[src/rtl/bus_pkg.sv]
// Shared constants for the datapath bus: default sizes, source indices and arbitration modes.
package bus_pkg;

    localparam int NSRC_DEF  = 24;
    localparam int WIDTH_DEF = 32;

    localparam int R0     = 0;
    localparam int R1     = 1;
    localparam int R2     = 2;
    localparam int R3     = 3;
    localparam int R4     = 4;
    localparam int R5     = 5;
    localparam int R6     = 6;
    localparam int R7     = 7;
    localparam int R8     = 8;
    localparam int R9     = 9;
    localparam int R10    = 10;
    localparam int R11    = 11;
    localparam int R12    = 12;
    localparam int R13    = 13;
    localparam int R14    = 14;
    localparam int R15    = 15;
    localparam int HI     = 16;
    localparam int LO     = 17;
    localparam int ZHI    = 18;
    localparam int ZLO    = 19;
    localparam int PC     = 20;
    localparam int MDR    = 21;
    localparam int INPORT = 22;
    localparam int C      = 23;

    localparam int ARB_FIXED = 0;
    localparam int ARB_RR    = 1;

endpackage

[src/rtl/bus_rr_encoder.sv]
// Combinational rotating priority encoder: first set request at or after start, wrapping.
// A start of zero degenerates to plain lowest-index priority.
module bus_rr_encoder #(
    parameter int NSRC = 24,
    parameter int SELW = $clog2(NSRC)
) (
    input  logic [NSRC-1:0] req,
    input  logic [SELW-1:0] start,
    output logic [SELW-1:0] grant_idx,
    output logic            found,
    output logic            multi
);

    logic [NSRC-1:0] rot_req;
    logic [SELW-1:0] offset;
    logic [SELW:0]   sum;
    logic            seen;

    // Rotate right by start so bit 0 of rot_req is the request at index start.
    assign rot_req = NSRC'({req, req} >> start);

    always_comb begin
        offset    = '0;
        sum       = '0;
        grant_idx = '0;
        found     = |req;
        multi     = 1'b0;
        seen      = 1'b0;
        for (int k = NSRC - 1; k >= 0; k--) begin
            if (rot_req[k]) begin
                offset = SELW'(k);
            end
        end
        sum = {1'b0, start} + {1'b0, offset};
        if (sum >= (SELW + 1)'(NSRC)) begin
            sum = sum - (SELW + 1)'(NSRC);
        end
        grant_idx = sum[SELW-1:0];
        for (int i = 0; i < NSRC; i++) begin
            multi = multi | (seen & req[i]);
            seen  = seen | req[i];
        end
    end

endmodule

[src/rtl/bus_arb_mux.sv]
// Registered bus source selector with fixed-priority or round-robin arbitration
// and multiple-driver conflict detection/counting.
module bus_arb_mux
    import bus_pkg::*;
#(
    parameter int NSRC     = NSRC_DEF,
    parameter int WIDTH    = WIDTH_DEF,
    parameter int ARB_MODE = ARB_FIXED,
    parameter int SELW     = $clog2(NSRC)
) (
    input  logic                    clock,
    input  logic                    clear,
    input  logic [NSRC-1:0]         src_out,
    input  logic [NSRC*WIDTH-1:0]   src_data,
    input  logic                    err_clr,
    output logic [WIDTH-1:0]        bus_out,
    output logic                    bus_valid,
    output logic [SELW-1:0]         sel_code,
    output logic                    conflict,
    output logic                    conflict_sticky,
    output logic [7:0]              conflict_count
);

    logic [WIDTH-1:0] words [NSRC];

    genvar gi;
    generate
        for (gi = 0; gi < NSRC; gi++) begin : g_words
            assign words[gi] = src_data[gi*WIDTH +: WIDTH];
        end
    endgenerate

    logic [SELW-1:0]  grant_idx;
    logic             grant_found;
    logic             multi_req;
    logic [SELW-1:0]  enc_start;

    logic [WIDTH-1:0] bus_q, bus_d;
    logic             valid_q, valid_d;
    logic [SELW-1:0]  sel_q, sel_d;
    logic             conflict_q, conflict_d;
    logic             sticky_q, sticky_d;
    logic [7:0]       count_q, count_d;
    logic [SELW-1:0]  rr_ptr_q, rr_ptr_d;

    // Fixed priority is the rotating encoder pinned to start 0.
    assign enc_start = (ARB_MODE == ARB_RR) ? rr_ptr_q : '0;

    bus_rr_encoder #(
        .NSRC (NSRC),
        .SELW (SELW)
    ) u_enc (
        .req       (src_out),
        .start     (enc_start),
        .grant_idx (grant_idx),
        .found     (grant_found),
        .multi     (multi_req)
    );

    always_comb begin
        bus_d      = bus_q;
        valid_d    = 1'b0;
        sel_d      = sel_q;
        rr_ptr_d   = rr_ptr_q;
        conflict_d = multi_req;
        sticky_d   = sticky_q;
        count_d    = count_q;

        if (grant_found) begin
            bus_d   = words[grant_idx];
            valid_d = 1'b1;
            sel_d   = grant_idx;
            if (ARB_MODE == ARB_RR) begin
                rr_ptr_d = (grant_idx == SELW'(NSRC - 1)) ? '0 : grant_idx + SELW'(1);
            end
        end

        // A conflict coincident with err_clr is recorded after the clear.
        if (err_clr) begin
            sticky_d = 1'b0;
            count_d  = 8'd0;
        end
        if (multi_req) begin
            sticky_d = 1'b1;
            if (err_clr) begin
                count_d = 8'd1;
            end else if (count_q != 8'hFF) begin
                count_d = count_q + 8'd1;
            end
        end
    end

    always_ff @(posedge clock or posedge clear) begin
        if (clear) begin
            bus_q      <= '0;
            valid_q    <= 1'b0;
            sel_q      <= '0;
            conflict_q <= 1'b0;
            sticky_q   <= 1'b0;
            count_q    <= 8'd0;
            rr_ptr_q   <= '0;
        end else begin
            bus_q      <= bus_d;
            valid_q    <= valid_d;
            sel_q      <= sel_d;
            conflict_q <= conflict_d;
            sticky_q   <= sticky_d;
            count_q    <= count_d;
            rr_ptr_q   <= rr_ptr_d;
        end
    end

    assign bus_out         = bus_q;
    assign bus_valid       = valid_q;
    assign sel_code        = sel_q;
    assign conflict        = conflict_q;
    assign conflict_sticky = sticky_q;
    assign conflict_count  = count_q;

endmodule

[config.mk]
export PLATFORM = sky130hd
export DESIGN_NAME = bus_arb_mux
export DESIGN_NICKNAME = d
export VERILOG_FILES = /design/src/rtl/bus_pkg.sv /design/src/rtl/bus_rr_encoder.sv /design/src/rtl/bus_arb_mux.sv
export SDC_FILE = /design/constraint.sdc
export NUM_CORES = 1
export LEC_CHECK = 0
export ABC_AREA = 0
export CAP_MARGIN = 30
export CORE_AREA = 2 2 326 328
export CTS_CLUSTER_SIZE = 28
export DETAILED_ROUTE_END_ITERATION = 12
export DIE_AREA = 0 0 328 330
export PLACE_DENSITY = 0.36
export SLEW_MARGIN = 20
export SYNTH_ARGS = -nofsm -noshare
export SYNTH_HDL_FRONTEND = slang
export SYNTH_SLANG_ARGS = --single-unit
[constraint.sdc]
create_clock -name clock -period 1.8 [get_ports clock]
set_input_delay 0.36 -clock clock [delete_from_list [all_inputs] [get_ports clock]]
set_output_delay 0.36 -clock clock [all_outputs]
set_load 0.01 [all_outputs]
# Word level (Yosys, flattened, before mapping)

Index checks and enable logic that the tools add are counted.

Output and inout bits: 48
Word-level logic and storage cells: 116
Register bits after elaboration: 48
Input bits: 795

Mux-type cells: 35
Bitwise logic cells: 68
Equality and inequality tests: 1
$lt $le $gt $ge: 2
$add $sub $neg: 2
Reduce and logical (&&, ||, !) cells: 2

Operators with widths:

| operator                                                       | number |
|---|---|
| 32-bit binary-select mux with 5-bit select                     | 1 |
| 5-bit two-way mux                                              | 25 |
| 32-bit two-way mux                                             | 2 |
| 1-bit bitwise OR                                               | 44 |
| 8-bit two-way mux                                              | 4 |
| 24-bit OR reduction                                            | 1 |
| 1-bit bitwise AND                                              | 23 |
| 8-bit by 1-bit adder with 8-bit output (second input constant) | 1 |
| 8-bit != test (second input constant)                          | 1 |
| 6-bit greater-or-equal comparator (second input constant)      | 1 |
| 5-bit NOT with 6-bit output                                    | 1 |
| 5-bit greater-or-equal comparator (second input constant)      | 1 |
| 5-bit subtractor (second input constant)                       | 1 |
| 1-bit two-way mux                                              | 3 |
| 2-bit nonzero test                                             | 1 |

# Logic depth before layout (Yosys ltp)

Word-level depth: 30
Gate-level depth with buffers: 13
Mapped depth without buffers: 8

# Modules after synthesis

Synthesis repeated with hierarchy kept, for this count alone.

Cell total of the unflattened synthesis: 1312
Area, all modules: 11318.4 µm²

By module, submodules not included:

| module         | area each (µm²) | seq. area each (µm²) | times used | cells each |
|---|---|---|---|---|
| bus_arb_mux    | 8828.5          | 1201.2               | 1          | 1017 |
| bus_rr_encoder | 2489.9          | 0.0                  | 1          | 295 |

# Least setup slack after synthesis

No wires, ideal clock.

Path kind: input-to-reg
Start: input src_out[2]
End: register count_q[3] (netlist: conflict_count[3])
Setup time: 0.127 ns
Cell stages on the path: 10
Arrival time: 2.786 ns
Slack: -1.113 ns
Path buffers: 2
Data required time: 1.673 ns
Cell sequence: buf_2 -> or4_1 -> buf_2 -> nor4_4 -> a31oi_1 -> a2111oi_4 -> nand4_4 -> o21a_4 -> nand4_1 -> mux2_1

Longest elaborated chain between the ends: 24
Elaborated cells on any way between the ends: 66
Classes of those cells: 1 x mux; 65 x bitwise

Ends and longest elaborated chain:

| what                                                         | RTL line                                   | RTL |
|---|---|---|
| start: declaration                                           | bus_arb_mux.sv:13                          | `input logic [NSRC-1:0] src_out,` |
| 1-bit bitwise AND / 1-bit bitwise OR (equally long branches) | bus_rr_encoder.sv:40, bus_rr_encoder.sv:41 |  |
| 1-bit bitwise OR, or another cell as far along (20 in a row) | bus_rr_encoder.sv:40                       | `multi = multi \| (seen & req[i]);` |
| 1-bit bitwise OR / 1-bit bitwise AND (equally long branches) | bus_rr_encoder.sv:40                       |  |
| 1-bit bitwise OR *                                           | bus_rr_encoder.sv:40                       |  |
| net conflict_d                                               | bus_arb_mux.sv:41                          | `logic conflict_q, conflict_d;` |
| 8-bit two-way mux *                                          | bus_arb_mux.sv:83                          | `if (multi_req) begin` |
| net count_d[3]                                               | bus_arb_mux.sv:43                          | `logic [7:0] count_q, count_d;` |
| end signal: assignment                                       | bus_arb_mux.sv:108                         | `count_q <= count_d;` |
| end: declaration                                             | bus_arb_mux.sv:43                          |  |

The timed path passes the listed nets; every way through them passes the cells marked *.
A chain may end at the register's enable or synchronous reset.

# Worst setup path in the final report

Start: input src_out[6]
End: register bus_q[23] (netlist: bus_out[23])

Longest elaborated chain between the ends: 13
Elaborated cells on any way between the ends: 15
Classes of those cells: 1 x add/sub; 1 x order compare; 11 x mux; 1 x bitwise; 1 x reduce/logical

Ends and longest elaborated chain:

| what                                                                         | RTL line                                   | RTL |
|---|---|---|
| 5-bit two-way mux (7 in a row)                                               | bus_rr_encoder.sv:30                       | `if (rot_req[k]) begin` |
| 5-bit subtractor / 5-bit greater-or-equal comparator (equally long branches) | bus_rr_encoder.sv:36, bus_rr_encoder.sv:35 |  |
| 5-bit two-way mux                                                            | bus_rr_encoder.sv:35                       | `if (sum >= (SELW + 1)'(NSRC)) begin` |
| 5-bit NOT with 6-bit output (implied by the code)                            | bus_arb_mux.sv:70                          | `bus_d = words[grant_idx];` |
| 32-bit binary-select mux with 5-bit select                                   | bus_arb_mux.sv:70                          |  |
| 32-bit two-way mux (implied by the code) (2 in a row)                        | bus_arb_mux.sv:70                          |  |
| end signal: assignment                                                       | bus_arb_mux.sv:103                         | `bus_q <= bus_d;` |
| end: declaration                                                             | bus_arb_mux.sv:38                          | `logic [WIDTH-1:0] bus_q, bus_d;` |

Parallel ways exist; a longest one is shown, timed or not. The select of a mux whose other input is x is not followed.

==> flow_metrics.py <==
metrics = {
    "setup_path": {
        "path_delay_family": "compound AO/OA/AOI/OAI gates",
        "cp_cell_sequence": "buf_8 > buf_6 > or3b_4 > a311oi_4 > a311oi_4 > buf_6 > nor3_4 > buf_6 > buf_6 > buf_12 > buf_8 > nand2_2 > a32o_2 > a211oi_4 > a211o_1",
        "crit_required_ps": 2080,
        "max_stage_delay_ps": 420,
        "startpoint_type": "input port",
        "path_buf_inv": 7,
        "arrival_ps": 3140,
        "critical-path-slowest-cell": "a211oi_4",
        "crit_top_cell": "buf_6",
        "path_max_fanout": 6,
        "end_kind": "flip-flop",
        "criticalPathCategory": "in -> reg",
    },
    "run_status": {
        "violations": "setup timing",
        "status": "finished with violations",
    },
    "sta": {
        "hold_ws_ps": 339,
        "period_share": 1.59,
        "worst_slack_ps": -1070,
        "max_freq_mhz": 349,
        "fin_skew_ps": 2.63,
        "finalCriticalPeriod_ps": 2870,
        "finalHoldViolations": 0,
        "worst_pin_slew_ps": 630,
        "timing.final.max_slew_violations": 0,
        "grt_setup_unrepaired": "true",
        "setup-violations-final": 47,
        "maxSlewHeadroom": 0.580,
    },
    "final_layout": {
        "nNetsFinal": 3358,
        "seqCellArea_um2": 1210,
        "n_fill_cell": 11449,
        "multi_input_area_um2": 9790,
        "drive_above_1_share": 0.321,
        "utilization": 0.251,
        "syn_to_final_growth_pct": 191,
        "instances_no_fill": 3966,
    },
    "logic_synthesis": {
        "seq_area_frac_synth": 0.133,
        "synth_top_area_share": 0.159,
        "synthCells": 1428,
        "netlist_area_um2": 9030,
        "synth_seq_cells": 48,
        "yosysTopAreaCell": "nand2_1",
        "async_flop_share": 1.00,
        "synth_cell_types": 69,
        "syn_nets": 2224,
        "ys.flop_type": "dfrtp_1",
        "synth_edf_count": 0,
        "avgSynthCellArea_um2": 6.33,
        "synth_warnings": 0,
        "synth_area_leaders": "nand2_1 16%, dfrtp_1 13%, mux2i_1 8.4%",
    },
    "min_path": {
        "hold_path.class": "in -> async",
    },
    "detailed_routing": {
        "wl_met1_um": 46400,
        "via_per_inst": 4.21,
        "drtIter0Drc": 908,
        "ant_nets": 0,
        "wl_per_cell_um": 28.6,
        "vias": 16680,
        "dr_wl_met2_um": 57300,
        "finalWirelength_um": 113000,
        "first_pass_iters": 5,
        "routed.top_layer": "met5",
        "wl_met3_um": 7070,
        "drc": 0,
    },
    "die": {
        "pin_count": 843,
        "core-area_um2": 105000,
        "rows": 119,
        "die_x_um": 328,
        "fp.dieH_um": 330,
        "start_util": 0.0863,
        "dieArea_um2": 108000,
    },
    "power": {
        "internal_power_uw": 5550,
        "comb_power_share": 0.694,
        "power_density_nw_per_um2": 348,
        "swShare": 0.393,
        "p_leak_uw": 0.0102,
        "switchingPower_uw": 3600,
        "clockPowerShare": 0.160,
        "sequentialPowerShare": 0.146,
        "ir_drop_mv": 0.458,
    },
    "placed_design": {
        "place_hpwl_um": 91000,
        "place_ws_ps": -2320,
        "port_buffers": 842,
        "numPlacedInstances": 3852,
        "gp_congestion": 0.891,
    },
    "grt": {
        "grt_pass1_wl_um": 149000,
        "gr-total-overflow": 0,
        "grt_max_degree": 70,
        "grt.total_usage": 0.199,
        "first_global_vias": 17621,
        "antenna_found_initial": 30,
    },
    "clocking": {
        "clk_latency_ps": 340,
        "cts_max_level": 2,
        "cts_made_buffers": 5,
        "clockBufferDepth": 2,
        "clkSinkCount": 48,
        "cts_root_buf": "clkbuf_16",
        "cts_tree": "built",
        "cts.clk_slew.worst_paths_ps": 100,
    },
    "run": {
        "max-cap-violations": 0,
    },
}
## cells in the mapped netlist (all sizes together) (4+ instances only)
library cell	number
a211o	17
a211oi	74
a21oi	52
a221oi	43
a22oi	5
a311oi	13
a31oi	67
a32o	19
a32oi	32
and3	46
buf	58
clkbuf	83
dfrtp	48
inv	23
mux2i	76
nand2	383
nand3	132
nand4	10
nor2	48
nor2b	5
nor3	34
nor4	10
o211ai	11
o21ai	57
o22ai	12
o311ai	4
o31ai	5
o32a	5
or3	6
or4	6
## worst reg2reg max path, cell delays in order (launching register included)
cell and delay (ps):
dfrtp_1 450, ha_1 270, nand4_1 230, o21a_4 290, nand4_1 100, mux2_4 300
## worst paths after layout
kind	startpoint	endpoint	slack, ps	cells past startpoint
max in group asynchronous	clear	bus_out[8]	1010	3
worst max register to register	conflict_count[1]	conflict_count[3]	50	5
worst max-delay path	src_out[6]	bus_out[23]	-1070	15
worst min register to register	sel_code[0]	sel_code[0]	500	2
worst min-delay path	clear	conflict_count[1]	340	3
min in group clock	src_out[3]	sel_code[3]	450	5
## registers in the layout, summed over array words and instances, names as in the netlist
signal	flops
bus_out	32
sel_code	5
conflict_sticky	1
conflict_count	8
bus_valid	1
conflict	1
## timing repair
item                       4_1_cts  5_1_grt
pin swaps                      142      119
buffers inserted                72       42
cloned                          24        4
hold buffers                     0        0
gates resized for setup        559      170
setup endpoints to repair       59       52
## power by group through the flow
stage	Clock [µW]	Combinational, µW	Sequential, µW
detailed placement	0	5200	1360
global placement	0	5240	1360
global route	1570	6690	1350
finish	1470	6340	1340
CTS	1550	6170	1340
floorplan	0	1480	1330
## layout by cell type, fill, tap and decap left out, types with 10 or more instances in the layout
master,instances
nor2_1,33
a211o_1,17
nor2_4,10
buf_16,18
a21oi_1,44
nand3_4,22
diode_2,12
o21ai_0,36
a211oi_2,31
dfrtp_1,41
a221oi_2,21
nand2_1,361
buf_6,72
a211oi_1,23
buf_8,16
o21ai_1,11
a31oi_2,18
a31oi_4,22
a32oi_1,22
a221oi_1,11
mux2i_1,54
buf_4,254
buf_2,12
a31oi_1,27
a32o_2,19
a211oi_4,20
nand3_2,45
and3_1,45
nand3_1,65
a221oi_4,11
nor3_1,25
clkdlybuf4s50_1,808
nand2_2,18
buf_12,59
mux2i_4,11
inv_1,21
o211ai_1,11
mux2i_2,11
## final cells by class
| type | count | share of cell area |
|---|---|---|
| Timing Repair Buffer | 1267 | 0.504 |
| Clock inverter | 3 | 0.00262 |
| Tap cell | 1391 | 0.0662 |
| Sequential cell | 48 | 0.0460 |
| Inverter | 24 | 0.00347 |
| Clock buffer | 5 | 0.00476 |
| Antenna cell | 12 | 0.00114 |
| Multi-Input combinational cell | 1216 | 0.372 |
## metrics by stage
stage	power (µW)	cell area, µm²	TNS (ps)
6_report	9150	26300	-38900
5_1_grt	9610	26300	-41600
3_5_place_dp	6560	21800	-87260
3_3_place_gp	6600	21800	-88540
2_1_floorplan	2810	9290	-36400
4_1_cts	9070	25400	-39680
## per-layer routing
layer	track usage	up-vias
li1	-	7691
met1	0.240	8174
met2	0.362	692
met3	0.0429	105
met4	0.0395	18
met5	0	-
## kinds of logic (layout without fill, tap and decap cells)
| family | count (synthesis) | in the layout | synth area share |
|---|---|---|---|
| other | 0 | 12 | 0 |
| xor gates and xnor gates | 1 | 1 | 0.000970 |
| muxes | 77 | 77 | 0.0854 |
| AOI/OAI and AO/OA | 436 | 436 | 0.349 |
| DFF | 48 | 48 | 0.133 |
| adders and majority gates | 4 | 4 | 0.00471 |
| and+or+nand+nor | 697 | 698 | 0.349 |
| buffers and inverters | 165 | 1299 | 0.0777 |
(Power assumes the default switching activity.)
